### config.mk
export PLATFORM = sky130hd
export DESIGN_NAME = soc_event_timestamper_flat
export DESIGN_NICKNAME = d
export VERILOG_FILES = /design/src/rtl/soc_event_timestamper_if.sv /design/src/rtl/soc_event_timestamper.sv /design/src/flat_wrapper.sv
export SDC_FILE = /design/constraint.sdc
export NUM_CORES = 1
export LEC_CHECK = 0
export ABC_AREA = 1
export CAP_MARGIN = 40
export CORE_MARGIN = 1
export CORE_UTILIZATION = 60
export DETAILED_ROUTE_END_ITERATION = 8
export PLACE_DENSITY = 0.79
export SLEW_MARGIN = 30
export SYNTH_ARGS = -nofsm -noshare
export SYNTH_HDL_FRONTEND = slang
export SYNTH_SLANG_ARGS = --single-unit
### constraint.sdc
create_clock -name ACLK -period 13.95 [get_ports ACLK]
set_input_delay 2.79 -clock ACLK [delete_from_list [all_inputs] [get_ports ACLK]]
set_output_delay 2.79 -clock ACLK [all_outputs]
set_load 0.02 [all_outputs]
### src/rtl/soc_event_timestamper_if.sv
// AXI-Stream beat bundle; one instance per direction of the event timestamper.
interface soc_event_timestamper_if #(
    parameter int DATA_WIDTH = 32
);
    logic [DATA_WIDTH-1:0] TDATA;
    logic                  TVALID;
    logic                  TREADY;
    logic                  TLAST;

    modport master (output TDATA, output TVALID, output TLAST, input TREADY);
    modport slave  (input TDATA, input TVALID, input TLAST, output TREADY);
endinterface

### src/rtl/soc_event_timestamper.sv
// Timestamps timer events, buffers {ts, count} and emits 2-beat AXIS packets (2 cycles in to M_TVALID).
// Never stalls the timer: events hitting a full FIFO are dropped and counted; output obeys M_TREADY.
module soc_event_timestamper #(
    parameter int DATA_WIDTH = 32,
    parameter int TS_WIDTH   = 32,
    parameter int FIFO_DEPTH = 8
) (
    input  logic                         ACLK,
    input  logic                         ARESETN,
    soc_event_timestamper_if.slave       s_axis,
    soc_event_timestamper_if.master      m_axis,
    input  logic                         ts_clear,
    input  logic                         overflow_clr,
    output logic                         overflow,
    output logic [15:0]                  drop_count,
    output logic [$clog2(FIFO_DEPTH):0]  fifo_level
);
    localparam int AW = $clog2(FIFO_DEPTH);
    localparam int LW = AW + 1;
    localparam int EW = TS_WIDTH + DATA_WIDTH;

    typedef enum logic [1:0] {
        IDLE,
        TS_BEAT,
        DATA_BEAT
    } state_e;

    logic [TS_WIDTH-1:0]   ts_q, ts_d;
    logic                  s_tready_q;
    logic [EW-1:0]         mem_q [FIFO_DEPTH];
    logic [AW-1:0]         wr_ptr_q, rd_ptr_q;
    logic [LW-1:0]         level_q, level_d;
    logic [15:0]           drop_q, drop_d;
    logic                  ovf_q, ovf_d;
    state_e                state_q, state_d;
    logic [DATA_WIDTH-1:0] m_tdata_q, m_tdata_d;
    logic [DATA_WIDTH-1:0] hold_q, hold_d;
    logic                  m_tvalid_q, m_tvalid_d;
    logic                  m_tlast_q, m_tlast_d;

    logic                  accept, fifo_full, fifo_empty;
    logic                  push, pop, drop;
    logic [EW-1:0]         head;
    logic [TS_WIDTH-1:0]   head_ts;
    logic [DATA_WIDTH-1:0] head_data;
    logic                  unused_tlast;

    // Every timer beat is a standalone event, so TLAST carries nothing.
    assign unused_tlast = s_axis.TLAST;

    assign ts_d = ts_clear ? '0 : ts_q + TS_WIDTH'(1);

    assign fifo_full  = (level_q == LW'(FIFO_DEPTH));
    assign fifo_empty = (level_q == '0);
    assign accept     = s_axis.TVALID && s_tready_q;
    // A pop in the same cycle frees the slot the new event lands in.
    assign push       = accept && (!fifo_full || pop);
    assign drop       = accept && fifo_full && !pop;

    assign head      = mem_q[rd_ptr_q];
    assign head_ts   = head[EW-1:DATA_WIDTH];
    assign head_data = head[DATA_WIDTH-1:0];

    always_comb begin
        level_d = level_q;
        if (push && !pop) begin
            level_d = level_q + LW'(1);
        end else if (pop && !push) begin
            level_d = level_q - LW'(1);
        end
    end

    assign drop_d = (drop && (drop_q != 16'hFFFF)) ? drop_q + 16'd1 : drop_q;
    assign ovf_d  = drop ? 1'b1 : (overflow_clr ? 1'b0 : ovf_q);

    always_comb begin
        state_d    = state_q;
        m_tdata_d  = m_tdata_q;
        m_tvalid_d = m_tvalid_q;
        m_tlast_d  = m_tlast_q;
        hold_d     = hold_q;
        pop        = 1'b0;
        case (state_q)
            IDLE: begin
                if (!fifo_empty) begin
                    pop        = 1'b1;
                    state_d    = TS_BEAT;
                    m_tvalid_d = 1'b1;
                    m_tdata_d  = DATA_WIDTH'(head_ts);
                    m_tlast_d  = 1'b0;
                    hold_d     = head_data;
                end
            end
            TS_BEAT: begin
                if (m_axis.TREADY) begin
                    state_d   = DATA_BEAT;
                    m_tdata_d = hold_q;
                    m_tlast_d = 1'b1;
                end
            end
            DATA_BEAT: begin
                if (m_axis.TREADY) begin
                    if (!fifo_empty) begin
                        // Chain straight into the next packet without an idle bubble.
                        pop       = 1'b1;
                        state_d   = TS_BEAT;
                        m_tdata_d = DATA_WIDTH'(head_ts);
                        m_tlast_d = 1'b0;
                        hold_d    = head_data;
                    end else begin
                        state_d    = IDLE;
                        m_tvalid_d = 1'b0;
                        m_tlast_d  = 1'b0;
                    end
                end
            end
            default: begin
                state_d    = IDLE;
                m_tvalid_d = 1'b0;
                m_tlast_d  = 1'b0;
            end
        endcase
    end

    always_ff @(posedge ACLK or negedge ARESETN) begin
        if (!ARESETN) begin
            ts_q       <= '0;
            s_tready_q <= 1'b0;
            wr_ptr_q   <= '0;
            rd_ptr_q   <= '0;
            level_q    <= '0;
            drop_q     <= '0;
            ovf_q      <= 1'b0;
            state_q    <= IDLE;
            m_tdata_q  <= '0;
            m_tvalid_q <= 1'b0;
            m_tlast_q  <= 1'b0;
            hold_q     <= '0;
        end else begin
            ts_q       <= ts_d;
            s_tready_q <= 1'b1;
            if (push) begin
                wr_ptr_q <= wr_ptr_q + AW'(1);
            end
            if (pop) begin
                rd_ptr_q <= rd_ptr_q + AW'(1);
            end
            level_q    <= level_d;
            drop_q     <= drop_d;
            ovf_q      <= ovf_d;
            state_q    <= state_d;
            m_tdata_q  <= m_tdata_d;
            m_tvalid_q <= m_tvalid_d;
            m_tlast_q  <= m_tlast_d;
            hold_q     <= hold_d;
        end
    end

    // Storage needs no reset: the pointers and level define what is valid.
    always_ff @(posedge ACLK) begin
        if (push) begin
            mem_q[wr_ptr_q] <= {ts_q, s_axis.TDATA};
        end
    end

    assign s_axis.TREADY = s_tready_q;
    assign m_axis.TDATA  = m_tdata_q;
    assign m_axis.TVALID = m_tvalid_q;
    assign m_axis.TLAST  = m_tlast_q;
    assign overflow      = ovf_q;
    assign drop_count    = drop_q;
    assign fifo_level    = level_q;

endmodule
### src/flat_wrapper.sv
// flat-port wrapper written by rule: the top's interface ports become plain ports
module soc_event_timestamper_flat 
#(
    parameter int DATA_WIDTH = 32,
    parameter int TS_WIDTH   = 32,
    parameter int FIFO_DEPTH = 8
)
  (ACLK, ARESETN, ts_clear, overflow_clr, overflow, drop_count, fifo_level, s_axis_TDATA, s_axis_TVALID, s_axis_TLAST, s_axis_TREADY, m_axis_TDATA, m_axis_TVALID, m_axis_TLAST, m_axis_TREADY);
  soc_event_timestamper_if #(.DATA_WIDTH(DATA_WIDTH)) s_axis_i ();
  soc_event_timestamper_if #(.DATA_WIDTH(DATA_WIDTH)) m_axis_i ();
  input  logic ACLK;
  input  logic ARESETN;
  input  logic ts_clear;
  input  logic overflow_clr;
  output logic overflow;
  output logic [15:0] drop_count;
  output logic [$clog2(FIFO_DEPTH):0] fifo_level;
  input wire logic [$bits(s_axis_i.TDATA)-1:0] s_axis_TDATA;
  input wire logic [$bits(s_axis_i.TVALID)-1:0] s_axis_TVALID;
  input wire logic [$bits(s_axis_i.TLAST)-1:0] s_axis_TLAST;
  output wire logic [$bits(s_axis_i.TREADY)-1:0] s_axis_TREADY;
  output wire logic [$bits(m_axis_i.TDATA)-1:0] m_axis_TDATA;
  output wire logic [$bits(m_axis_i.TVALID)-1:0] m_axis_TVALID;
  output wire logic [$bits(m_axis_i.TLAST)-1:0] m_axis_TLAST;
  input wire logic [$bits(m_axis_i.TREADY)-1:0] m_axis_TREADY;
  assign s_axis_i.TDATA = s_axis_TDATA;
  assign s_axis_i.TVALID = s_axis_TVALID;
  assign s_axis_i.TLAST = s_axis_TLAST;
  assign s_axis_TREADY = s_axis_i.TREADY;
  assign m_axis_TDATA = m_axis_i.TDATA;
  assign m_axis_TVALID = m_axis_i.TVALID;
  assign m_axis_TLAST = m_axis_i.TLAST;
  assign m_axis_i.TREADY = m_axis_TREADY;
  soc_event_timestamper #(.DATA_WIDTH(DATA_WIDTH), .TS_WIDTH(TS_WIDTH), .FIFO_DEPTH(FIFO_DEPTH)) u_core (.ACLK(ACLK), .ARESETN(ARESETN), .s_axis(s_axis_i), .m_axis(m_axis_i), .ts_clear(ts_clear), .overflow_clr(overflow_clr), .overflow(overflow), .drop_count(drop_count), .fifo_level(fifo_level));
endmodule
==> results of run 1 <==
kinds of logic (layout without fill, tap and decap cells):
logic type,count (synthesis),after routing,share of synthesized area [%]
flops,639,639,69.99
simple gates,1256,1256,19.53
other cells,1,1,0.01415
xor+xnor,19,19,0.6277
compound gates,250,250,5.050
buf+inv,268,385,4.385
fa+ha+maj,8,8,0.4059
registers in the layout (all words and copies together) (netlist names):
signal / cells
u_core.ts_q: 32
u_core.overflow: 1
u_core.s_axis.TREADY: 1
u_core.hold_q: 32
u_core.state_q: 2
u_core.rd_ptr_q: 3
u_core.m_axis.TDATA: 32
u_core.fifo_level: 4
u_core.mem_q: 512
u_core.drop_count: 16
u_core.wr_ptr_q: 3
u_core.m_axis.TVALID: 1
routing by layer:
| layer | vias to the layer above | wire length (µm) | GRT usage, % |
|---|---|---|---|
| li1 | 8395 | - | - |
| met1 | 8868 | 24420 | 37.85 |
| met2 | 926 | 30730 | 47.26 |
| met3 | 132 | 5847 | 4.298 |
| met4 | 0 | 1829 | 11.57 |
| met5 | - | 0 | 0 |
through the flow:
step / instance area, µm² / instances / setup WS [ns]
after global placement: 27810 / 3019 / 7.866
final: 29920 / 3143 / 8.434
after floorplan: 26510 / 2441 / 5.798
after detailed placement: 27930 / 3024 / 7.735
after global routing: 29920 / 3143 / 8.256
after CTS: 29840 / 3139 / 8.402
power by group:
part / switching, W / total (W) / internal, W / leakage, nW
registers: 0.000190 / 0.00248 / 0.00229 / 6.26
clock network: 0.000691 / 0.00158 / 0.000884 / 0.939
logic: 0.00135 / 0.00198 / 0.000628 / 4.30
final timing paths:
check                                       startpoint                     end  slack (ns)  cells after the start
worst max-delay path                     m_axis_TREADY     u_core.mem_q[2][28]        8.43                     10
worst min register to register  u_core.m_axis.TDATA[3]  u_core.m_axis.TDATA[3]        0.48                      2
worst max register to register    u_core.fifo_level[0]     u_core.mem_q[2][28]       10.59                      9
worst min-delay path            u_core.m_axis.TDATA[3]  u_core.m_axis.TDATA[3]        0.48                      2
max in group asynchronous                      ARESETN       u_core.hold_q[17]       10.60                      3
min in group asynchronous                      ARESETN   u_core.drop_count[14]        2.17                      1
worst max-delay path, stage by stage:
cell and delay (ns):
sky130_fd_sc_hd__clkdlybuf4s50_1 0.51, sky130_fd_sc_hd__nor2_1 0.06, sky130_fd_sc_hd__nand2_1 0.13, sky130_fd_sc_hd__nand3_4 0.15
sky130_fd_sc_hd__nand2_1 0.11, sky130_fd_sc_hd__nand2_2 0.13, sky130_fd_sc_hd__inv_1 0.16, sky130_fd_sc_hd__nand2_1 0.28
sky130_fd_sc_hd__nor2_4 0.61, sky130_fd_sc_hd__buf_4 0.77
final cells by class:
type                       count  area (µm²)  area share [%]
clock inverter                24       157.7          0.5268
multi-input combinational   1534        6844           22.87
inverter                     145       550.5           1.840
timing repair buffer         125        1324           4.424
sequential                   639       18560           62.04
clock buffer                  91        1752           5.854
tap                          585       732.0           2.446
placed cells by master (no fill, tap or decap), drive strengths merged:
cell type,instances
xnor2,13
fa,1
clkbuf,91
xor2,6
nor3,7
a21oi,50
nand3,283
nor2,357
o21ai,165
a21boi,3
dfrtp,127
o211ai,32
buf,33
clkinv,24
inv,144
nand3b,2
bufinv,1
nand2,592
edfxtp,512
clkdlybuf4s50,92
nand4,2
ha,7
or2,13
conb,1
==> flow_results.org, run 1 <==
** Clock tree
- No sink is reached through more buffers than the 3 on the longest clock path.
- The number of setup buffers added after CTS is 0.
- The tree built by TritonCTS fans out to 639 sinks.
- Root Buffer :: sky130_fd_sc_hd__clkbuf_16
- Clock-pin slew on the worst setup and hold paths :: 0.06 ns
- # H-tree levels :: 2
- Cts bufs inserted :: 61
- Number of cells upsized or downsized after cts :: 0
- CTS tree :: done
- Hold repair after CTS inserted 0 buffers.
- The later pin in the worst-skew pair is clocked with a latency of 0.64 ns.

** Finish
- After filler insertion, the fill cell instance count of the layout stands at 2987.
- Number of nets in the final layout :: 2553
- Compared with the post-synthesis result, the final layout area differs by 12.88%.
- Utilization of the core after routing :: 69.01%
- Proportion of layout cells with a drive suffix above 1 :: 6.138%
- Number of diodes added for antenna fixing :: 0

** Synthesis
- Synthesized netlist cell count :: 2441
- Number of enable-type register cells in the synthesized netlist :: 512
- Yosys top cell by area :: sky130_fd_sc_hd__edfxtp_1
- Synth top area cells :: sky130_fd_sc_hd__edfxtp_1 (58%), sky130_fd_sc_hd__dfrtp_1 (12%), sky130_fd_sc_hd__nand2_1 (8.3%)
- The synthesized design contains 639 register bits.
- Synth Flop Type :: sky130_fd_sc_hd__edfxtp_1
- The average instance in the mapped netlist occupies 10.86 µm².
- Post-synthesis net count :: 2488
- In the synthesized netlist the async set-or-reset flop fraction comes to 19.87%.
- Distinct cell type count of the synthesized netlist :: 31
- In the synthesized netlist, the cells that appear most often are sky130_fd_sc_hd__nand2_1 (589), sky130_fd_sc_hd__edfxtp_1 (512), sky130_fd_sc_hd__nor2_1 (352), sky130_fd_sc_hd__nand3_1 (281), sky130_fd_sc_hd__o21ai_0 (164).
- Proportion of synthesized chip area in sequential cells :: 69.99%
- Netlist area before placement :: 0.02651 mm²
- The top cell type by area accounts for 58.00% of the synthesized area.
- Yosys instantiated no cell more often than sky130_fd_sc_hd__nand2_1.
- The Yosys step of the flow raised 0 warnings.

** Floorplanning
- Measured along the x axis, the die boundary spans 212.2 µm.
- For this configuration, the core starts out at a cell density of 61.14%.
- Die area :: 0.04503 mm²
- For this design the top-level I/O count stands at 95.
- The floorplan step set the die height to 212.2 µm.
- The initialized floorplan defines 76 standard-cell rows.
- In this run the standard cell core region covers 0.04336 mm².

** STA
- Adding up every negative setup slack in the final design gives 0 ns.
- Unrepaired setup endpoints after global routing :: false
- Post-layout minimum cycle time :: 5.516 ns
- Number of max-slew violations in the final report :: 0
- Total count of hold-check failures in the final report :: 0
- Fmax :: 0.1813 GHz
- For the pin with the worst max-slew slack, the measured transition is 0.8508 ns.
- Worst clock skew on the final layout :: 0.01345 ns
- Setup violations remaining at the end of the flow were counted as 0.
- In the finished design, the share of the clock period the worst path needs comes to 39.54%.
- Worst slew slack as a fraction of its limit :: 43.28%
- Final hold slack :: 0.4782 ns

** Detailed routing
- Via count :: 18320
- WL/cell :: 19.99 µm
- Antenna Nets Post-Route :: 0
- The detailed router finished its first iteration with 2115 violations.
- Number of vias per cell :: 5.829
- Routed wire length :: 62.82 mm
- The first TritonRoute pass finished after 6 iterations.
- DRC Markers :: 0

** Pwr
- The worst-case IR drop observed on VDD is 0.0001410 V.
- The analysis attributes to cell leakage a power of 11.50 nW.
- Power density relative to cell area :: 201.6 mW/mm²
- The completed layout was analyzed and its total power is 0.006032 W.

** Placement
- Routability-driven placement finished with a final weighted congestion of 0.8902.
- Count of buffers inserted at the top-level ports :: 93
- Half-perimeter wire length after placement :: 34.19 mm

** Critical path
- CP Max Fanout :: 48
- Worst endpoint required time :: 14.21 ns
- CP Class :: in2reg
- Sort of element at the end of the critical path :: flop
- STA classifies the critical path startpoint as an input pin.
- Worst endpoint data arrival time :: 5.77 ns

** GRT
- For this run the aggregate overflow at the end of global routing stands at 0.
- The initial antenna violation count came to 1.
- Via count of the first global-routing pass :: 17930
- Global routing used 28.45% of the available tracks across all layers.
- Entering global routing, the biggest net connects 245 pins.
- Global-route wire length before repair :: 96.93 mm

** Status
- The run finished with clean final reports.

** Worst hold path
- In this run the worst hold path is classified as reg2reg.

** Run
- Across the run, the number of max-cap violations was 0.
Power figures use the tool's default switching activity.
==> run 2: changes to the inputs <==
Clock period 13.95 ns to 5.7 ns, I/O delays scaled along.
==> run 2 against run 1 <==
Clock skew grew 0.0082 ns. Design area grew 0.82%. Via count shrank 0.33%. Clock-buffer cell count grew 10. Cell count is essentially flat. Clock power grew to 2.7 times the previous value. Sequential power grew 150%.
==> flow_results.org, run 2 (synthesis results as in run 1) <==
** Critical path
- Sum of buffers and inverters on the critical path :: 3 (unchanged)
- Worst endpoint data arrival time :: 3.76 ns (-2.01 ns)
- Maximum single-stage delay on the critical path :: 0.62 ns (-0.15 ns)
- The worst register-to-register path begins at u_core.fifo_level[0].
- In this run the worst setup path terminates at u_core.mem_q[2][48].
- Reg2Reg Capture Point :: u_core.mem_q[2][48]
- The logic depth of the worst setup path including buffers was 10 (unchanged).
- The cell depth of the worst flop-to-flop path was 9 (unchanged).
- STA classifies the critical path endpoint as a flop.
- Cell Chain, Critical Path :: clkdlybuf4s50_1 > nor2_1 > nand2_1 > nand3_4 > nand2_1 > nand2_2 > inv_1 > nand2_1 > nor2_4 > buf_12
- The worst setup path is launched from an input pin.
- Cell family with the largest share of critical-path delay :: simple AND/OR/NAND/NOR gates
- The most critical setup path has its startpoint at m_axis_TREADY.
- Worst endpoint required time :: 5.93 ns (-8.28 ns)
- Worst reg-to-reg setup slack :: 2.72 ns (-7.87 ns)
- By startpoint and endpoint, the worst setup path is classified as in2reg.
- Critical-path top delay cell :: sky130_fd_sc_hd__nor2_4
- In this design, the critical path's most frequently occurring cell is sky130_fd_sc_hd__nand2_1.
- The largest fanout of any net on the critical path was 48 (unchanged).

** Clock tree
- # H-tree levels :: 3 (+1)
- The number of setup buffers added after CTS was 0 (unchanged).
- CTS sink cnt :: 639 (unchanged)
- Root Buffer :: sky130_fd_sc_hd__clkbuf_16
- The clock transition at the registers of the reported paths is 0.06 ns (about the same).
- The latest clock arrival within the worst-skew pair came to 0.58 ns (-0.06 ns).
- Hold-fix buffers at CTS :: 0 (unchanged)
- The number of buffers created by CTS is 66 (+8.2%).
- TritonCTS built the clock tree.
- The buffer levels on the longest clock path came to 3 (unchanged).
- Number of cells upsized or downsized after cts :: 0 (unchanged)

** Finish
- Area delta synth->final :: 13.81%
- The library cell used most frequently in the layout, excluding fill and tap cells, is sky130_fd_sc_hd__nand2_1.
- The final layout net count is 2555 (+0.078%).
- Ranked by flip-flop count, first place goes to u_core.mem_q.
- Leading cell types in the layout, fill and taps excluded :: sky130_fd_sc_hd__nand2_1 (589), sky130_fd_sc_hd__edfxtp_1 (512), sky130_fd_sc_hd__nor2_1 (348)
- The fraction of final layout cells with drive strength greater than 1 was 6.289% (+0.15 points).
- Number of flip-flops in the largest register :: 512 (unchanged)
- Final cell count without fillers :: 3146 (+0.095%)

** Detailed routing
- The via density per instance was 5.804 (-0.43%).
- DRC Markers :: 0 (unchanged)
- Routed wire length :: 62.66 mm (-0.26%)
- Number of DRC markers in iteration 0 :: 1996 (-5.6%)
- Via count :: 18260 (-0.33%)
- The per-cell routed wire length came to 19.92 µm (-0.35%).
- Antenna Nets Post-Route :: 0 (unchanged)
- The number of iterations in the first detailed-routing pass came to 6 (unchanged).

** STA
- Total count of hold-check failures in the final report :: 0 (unchanged)
- Unrepaired setup endpoints after global routing :: false
- Worst Tran Pin Value :: 1.061 ns (+0.2102 ns)
- Count of endpoints failing setup in the final report :: 0 (unchanged)
- Number of max-slew violations in the final report :: 0 (unchanged)
- The worst setup skew after layout is 0.02166 ns (+0.008208 ns).
- Post-layout minimum cycle time :: 3.538 ns
- Period Utilization, post-route :: 62.07%
- Worst slew slack as a fraction of its limit :: 29.26% (-14 points)
- Worst setup slack after layout :: 2.162 ns (-6.272 ns)
- The total negative setup slack was 0 ns (unchanged).
- Derived from the worst setup path, the maximum achievable clock frequency is 0.2826 GHz.

** Floorplanning
- The floorplan row count came to 76 (unchanged).
- The die area came to 0.04503 mm² (unchanged).
- I/O pin count :: 95 (unchanged)
- Die width :: 212.2 µm (unchanged)
- The die height is 212.2 µm (unchanged).
- The total core area is 0.04336 mm² (unchanged).
- The starting utilization of the core area came to 61.14% (unchanged).

** Pwr
- Power share of the sequential group :: 40.4% (-0.7 points)
- The design internal power was 0.009670 W (+150%).
- The total leakage power was 11.59 nW (+0.82%).
- The switching part of the total power came to 36.13% (-0.88 points).
- The clock network fraction of total power was 28.0% (+1.9 points).
- The switching power was 0.005471 W (+150%).
- Power density relative to cell area :: 501.9 mW/mm² (+150%)
- Combinational power share :: 31.6% (-1.2 points)
- Worst IR Drop VDD :: 0.0003492 V (+150%)

** Status
- Result of the run :: finished clean

** GRT
- The overall track demand over capacity in global routing was 28.44% (about the same).
- The routing usage on met3 was 5.066% (+0.77 points).
- Global routing met1 resource utilization :: 37.05% (-0.80 points)
- Number of antenna violations at the first check in global routing :: 1 (unchanged)
- Global-route wire length before repair :: 96.63 mm (-0.31%)
- The met2 demand-to-capacity share in global routing was 47.48% (+0.23 points).
- The remaining global-route overflow was 0 (unchanged).
- In this run the most used layer during global routing was met2.
- The pin count of the biggest net entering global routing was 234 (-4.5%).
- The number of global-route vias before repair was 17980 (+0.26%).

** Run
- The number of max-cap violations came to 0 (unchanged).

** Placement
- The total placed cells including tap cells is 3022 (-0.066%).
- Final RePlAce weighted congestion :: 0.8725 (-2.0%)
- Pre-CTS setup slack :: 1.585 ns (-6.150 ns)
- The HPWL reported at the end of detailed placement is 33.18 mm (-3.0%).
- The number of port buffers is 93 (unchanged).

** Worst hold path
- The tightest min-delay check is of the in2async type.
[run 2: per-stage QoR]
step | power (W) | cell area (µm²) | util [%] | hold WS [ns]
2_1_floorplan | 0.009293 | 26510 | - | 0.4494
3_3_place_gp | 0.01061 | 27870 | 64.28 | 0.4653
3_5_place_dp | 0.01086 | 27950 | 64.46 | 0.4661
4_1_cts | 0.01511 | 30090 | 69.40 | 0.4823
5_1_grt | 0.01590 | 30170 | 69.58 | 0.3903
6_report | 0.01514 | 30170 | 69.58 | 0.4049
[run 2: area by class of cell]
type,instances,area [µm²]
Fill cell,2945,13190
Clock inverter,19,203.9
Sequential cell,639,18560
Inverter,145,549.3
Tap cell,585,732.0
Multi-Input combinational cell,1534,6844
Timing Repair Buffer,122,1335
Antenna cell,1,2.502
Clock buffer,101,1938
[run 2: metal layers]
layer,routed length (µm),share of wire [%],vias to the layer above
met5,0,0,-
met4,1898,3.0,0
met3,5553,8.9,146
met2,30880,49,891
met1,24320,39,8828
li1,-,-,8395
[run 2: worst reg2reg max path: cells and delay by family (launching register included)]
family                 cells  cell delay, ns
buffers and inverters      2            0.54
DFF                        1            0.48
and+or+nand+nor            7            1.56
[run 2: how the worst min path moves through the flow]
stage / startpoint / end / slack (ns) / depth (start not counted)
3_5_place_dp: u_core.hold_q[21] / u_core.hold_q[21] / 0.47 / 2
5_1_grt: ARESETN / u_core.m_axis.TDATA[10] / 0.39 / 1
2_1_floorplan: u_core.hold_q[14] / u_core.hold_q[14] / 0.45 / 2
3_3_place_gp: u_core.m_axis.TDATA[8] / u_core.m_axis.TDATA[8] / 0.47 / 2
4_1_cts: u_core.hold_q[21] / u_core.hold_q[21] / 0.48 / 2
6_report: ARESETN / u_core.m_axis.TDATA[10] / 0.40 / 1
[run 2: power by group through the flow]
stage / Sequential, W / Combinational (W) / Clock, W
CTS: 0.00610 / 0.00474 / 0.00428
detailed placement: 0.00618 / 0.00468 / 0
finish: 0.00611 / 0.00479 / 0.00424
global placement: 0.00616 / 0.00444 / 0
floorplan: 0.00607 / 0.00322 / 0
global route: 0.00616 / 0.00530 / 0.00445
==> run 3: changes to the inputs <==
Settings changed: CORE_UTILIZATION 60 to 55, PLACE_DENSITY 0.79 to 0.77.
Clock period 5.7 ns to 2.89 ns, I/O delays scaled along.
==> run 3 against run 2 <==
The run now ends with design-rule violations left. Clock power grew 79%. Cell count rose by 1.6%. Power grew 95%. Wire length grew 2.0%. Combinational power up 110%. Flip-flop and latch count stayed put. Register-to-register slack worse by 2.2 ns. Clock-buffer cell count fell by 13. Critical path depth is 1 higher. Worst setup slack worse by 1.7 ns. Worst hold slack is essentially flat. Critical endpoint is now u_core.mem_q[4][39]. Largest cell class unchanged. Highest routed layer unchanged.
==> flow_results.org, run 3 (synthesis results as in run 1) <==
** Critical path
- The largest individual stage delay along the critical path comes from the cell sky130_fd_sc_hd__dfrtp_2.
- Kind of start point of the critical path :: flop
- CP Class :: reg2reg
- STA classifies the critical path endpoint as a flop.
- The data required time of the critical path was 3.21 ns (-2.72 ns).
- Sum of buffers and inverters on the critical path :: 4 (+1)
- CP Max Fanout :: 11 (-77%)
- The largest incremental delay on the critical path was 0.44 ns (-0.18 ns).
- Number of cell instances on the worst register-to-register path :: 11 (+2)
- On the critical path the largest part of the delay comes from simple AND/OR/NAND/NOR gates.
- Traced cell by cell, the critical path runs through inv_2 > nor2_4 > nand2_2 > nand3_4 > nand2_2 > nand2_4 > inv_1 > buf_4 > nand2_1 > nor2_4 > buf_4.
- Worst endpoint data arrival time :: 2.71 ns (-1.05 ns)
- Path length in cells of the critical path :: 11 (+1)

** Pwr
- The maximum ir drop on the vdd rail came to 0.0009593 V (+170%).
- The switching power was 0.01098 W (+100%).
- The sequential cell fraction of total power was 39.8% (-0.6 points).
- Internal power component :: 0.01860 W (+92%)
- Combinational power share :: 34.5% (+2.9 points)
- The total leakage power is 11.68 nW (+0.77%).
- The overall power was 0.02958 W (+95%).
- The clock network fraction of total power was 25.7% (-2.3 points).
- The areal power density over the cells was 972.8 mW/mm² (+94%).
- The switching part of the total power was 37.12% (+0.99 points).

** Finish
- Leading cell types in the layout, fill and taps excluded :: sky130_fd_sc_hd__nand2_1 (587), sky130_fd_sc_hd__edfxtp_1 (512), sky130_fd_sc_hd__nor2_1 (347)
- Area used by multi-input combinational logic :: 0.006887 mm² (+0.62%)
- Number of diodes added for antenna fixing :: 0 (-1)
- Proportion of layout cells with a drive suffix above 1 :: 7.204% (+0.91 points)
- The final layout net count is 2577 (+0.86%).
- Counting flops per register, the top entry is u_core.mem_q.
- Number of flip-flops in the largest register :: 512 (unchanged)
- Layout filler cell count :: 3488 (+18%)
- The final non-filler cell area was 0.03041 mm² (+0.78%).
- Leaving out fill and tap cells, the most frequent cell in the layout is sky130_fd_sc_hd__nand2_1.
- Compared with the post-synthesis result, the final layout area differs by 14.70%.
- The filler-free cell count of the finished design is 3197 (+1.6%).
- The register cell area after layout is 0.01857 mm² (about the same).

** Floorplanning
- The die height was 221.5 µm (+4.4%).
- The starting utilization of the core area was 55.64% (-5.5 points).
- Die width :: 221.5 µm (+4.4%)
- The die area was 0.04908 mm² (+9.0%).
- Core area :: 0.04765 mm² (+9.9%)
- Rows :: 80 (+5.3%)
- I/O pin count :: 95 (unchanged)

** Detailed routing
- Met2 routed WL :: 30.67 mm (-0.69%)
- Highest routed metal layer :: met4
- Number of DRC markers in iteration 0 :: 2327 (+17%)
- The met3 wire length is 5.488 mm (-1.2%).
- The DRC violation count after routing is 1 (+1).
- Routed wire length :: 63.90 mm (+2.0%)
- The per-cell routed wire length is 19.99 µm (+0.36%).
- The length of routed wiring on met1 is 25.66 mm (+5.5%).
- Number of vias per cell :: 5.747 (-0.98%)
- Router iterations before antenna repair :: 8 (+2)
- The total number of vias was 18370 (+0.62%).
- Antenna Nets Post-Route :: 0 (unchanged)

** Clock tree
- Bufs on Longest Clock Path :: 3 (unchanged)
- Root Buffer :: sky130_fd_sc_hd__clkbuf_16
- # H-tree levels :: 2 (-1)
- The number of setup buffers added after CTS was 0 (unchanged).
- TritonCTS built the clock tree.
- The total clock sinks came to 639 (unchanged).
- Cts bufs inserted :: 60 (-9.1%)
- The latest clock arrival within the worst-skew pair was 0.63 ns (+0.05 ns).
- Number of cells upsized or downsized after cts :: 0 (unchanged)
- Clock-pin slew on the worst setup and hold paths :: 0.06 ns (about the same)

** STA
- Total count of hold-check failures in the final report :: 0 (unchanged)
- The worst relative slew slack is 47.66% (+18 points).
- The count of final max-slew check failures came to 0 (unchanged).
- After layout, the worst path uses 82.63% of the clock period.
- Unrepaired setup endpoints after global routing :: false
- The clock period could shrink to 2.388 ns.
- Worst clock skew on the final layout :: 0.01702 ns (-0.004639 ns)
- The slew of the pin with the lowest slew margin came to 0.7851 ns (-0.2759 ns).
- The total negative setup slack came to 0 ns (unchanged).
- The final number of setup-violating endpoints came to 0 (unchanged).
- Static timing analysis puts the maximum clock frequency at 0.4187 GHz.

** GRT
- Via count of the first global-routing pass :: 18080 (+0.58%)
- GRT Total Usage :: 26.28% (-2.2 points)
- Global-route wire length before repair :: 99.99 mm (+3.5%)
- GR Overflow Total :: 0 (unchanged)
- The pin count of the biggest net entering global routing came to 181 (-23%).
- The initial antenna violation count came to 0 (-1).

** Placement
- The number of port buffers was 93 (unchanged).
- The area of placed instances came to 0.02850 mm² (+2.0%).
- The final weighted congestion in routability-driven placement was 0.8546 (-2.1%).
- Total instance count after detailed placement :: 3082 (+2.0%)
- The HPWL reported at the end of detailed placement came to 37.62 mm (+13%).

** Status
- The flow ran to the end, but the final reports show violations.
- The checks that failed: design-rule violations.

** Worst hold path
- The min-delay analysis places its worst path in the category in2async.

** Run
- The number of max-cap violations was 0 (unchanged).
-- run 3: final timing paths --
check,from,endpoint,slack [ns]
worst max-delay path,u_core.state_q[1],u_core.mem_q[4][39],0.50
worst min-delay path,ARESETN,u_core.drop_count[12],0.40
worst max register to register,u_core.state_q[1],u_core.mem_q[4][39],0.50
worst min register to register,u_core.hold_q[12],u_core.hold_q[12],0.49
max in group asynchronous,ARESETN,u_core.rd_ptr_q[2],1.75
min in group ACLK,u_core.hold_q[12],u_core.hold_q[12],0.49
-- run 3: layer usage --
layer,global-route usage (%),up-vias
li1,-,8433
met1,35.68,8909
met2,42.89,894
met3,4.519,138
met4,9.812,0
met5,0,-
-- run 3: power groups by stage --
stage	Sequential [W]	Combinational [W]	Clock, W
after global placement	0.0119	0.00969	0
after floorplan	0.0119	0.00640	0
after global routing	0.0118	0.0112	0.00803
after CTS	0.0117	0.0102	0.00767
final	0.0118	0.0102	0.00760
after detailed placement	0.0119	0.0100	0
-- run 3: per-stage QoR --
step,utilization [%],hold slack (ns),setup slack [ns]
floorplan,-,0.2824,-0.4969
global placement,59.82,0.4623,-0.02818
detailed placement,59.82,0.4704,-0.09924
CTS,63.82,0.4102,0.5034
global route,63.82,0.4343,0.3196
finish,63.82,0.4048,0.5019
-- run 3: worst register-to-register path, delay by kind of cell (launching register included) --
kind	cells	cell delay (ns)
buffers and inverters	4	0.64
DFF	1	0.44
and+or+nand+nor	7	1.00
-- run 3: final cells by class --
type	count	share of cell area (%)
sequential	639	61.07
multi-input combinational	1534	22.65
timing repair buffer	150	5.716
clock buffer	88	5.481
tap	615	2.531
inverter	145	1.807
clock inverter	26	0.7489
-- run 3: timing repair --
item,in CTS,in global routing
setup endpoints to repair,0,0
hold buffers,1,0
hold endpoints to repair,30,0
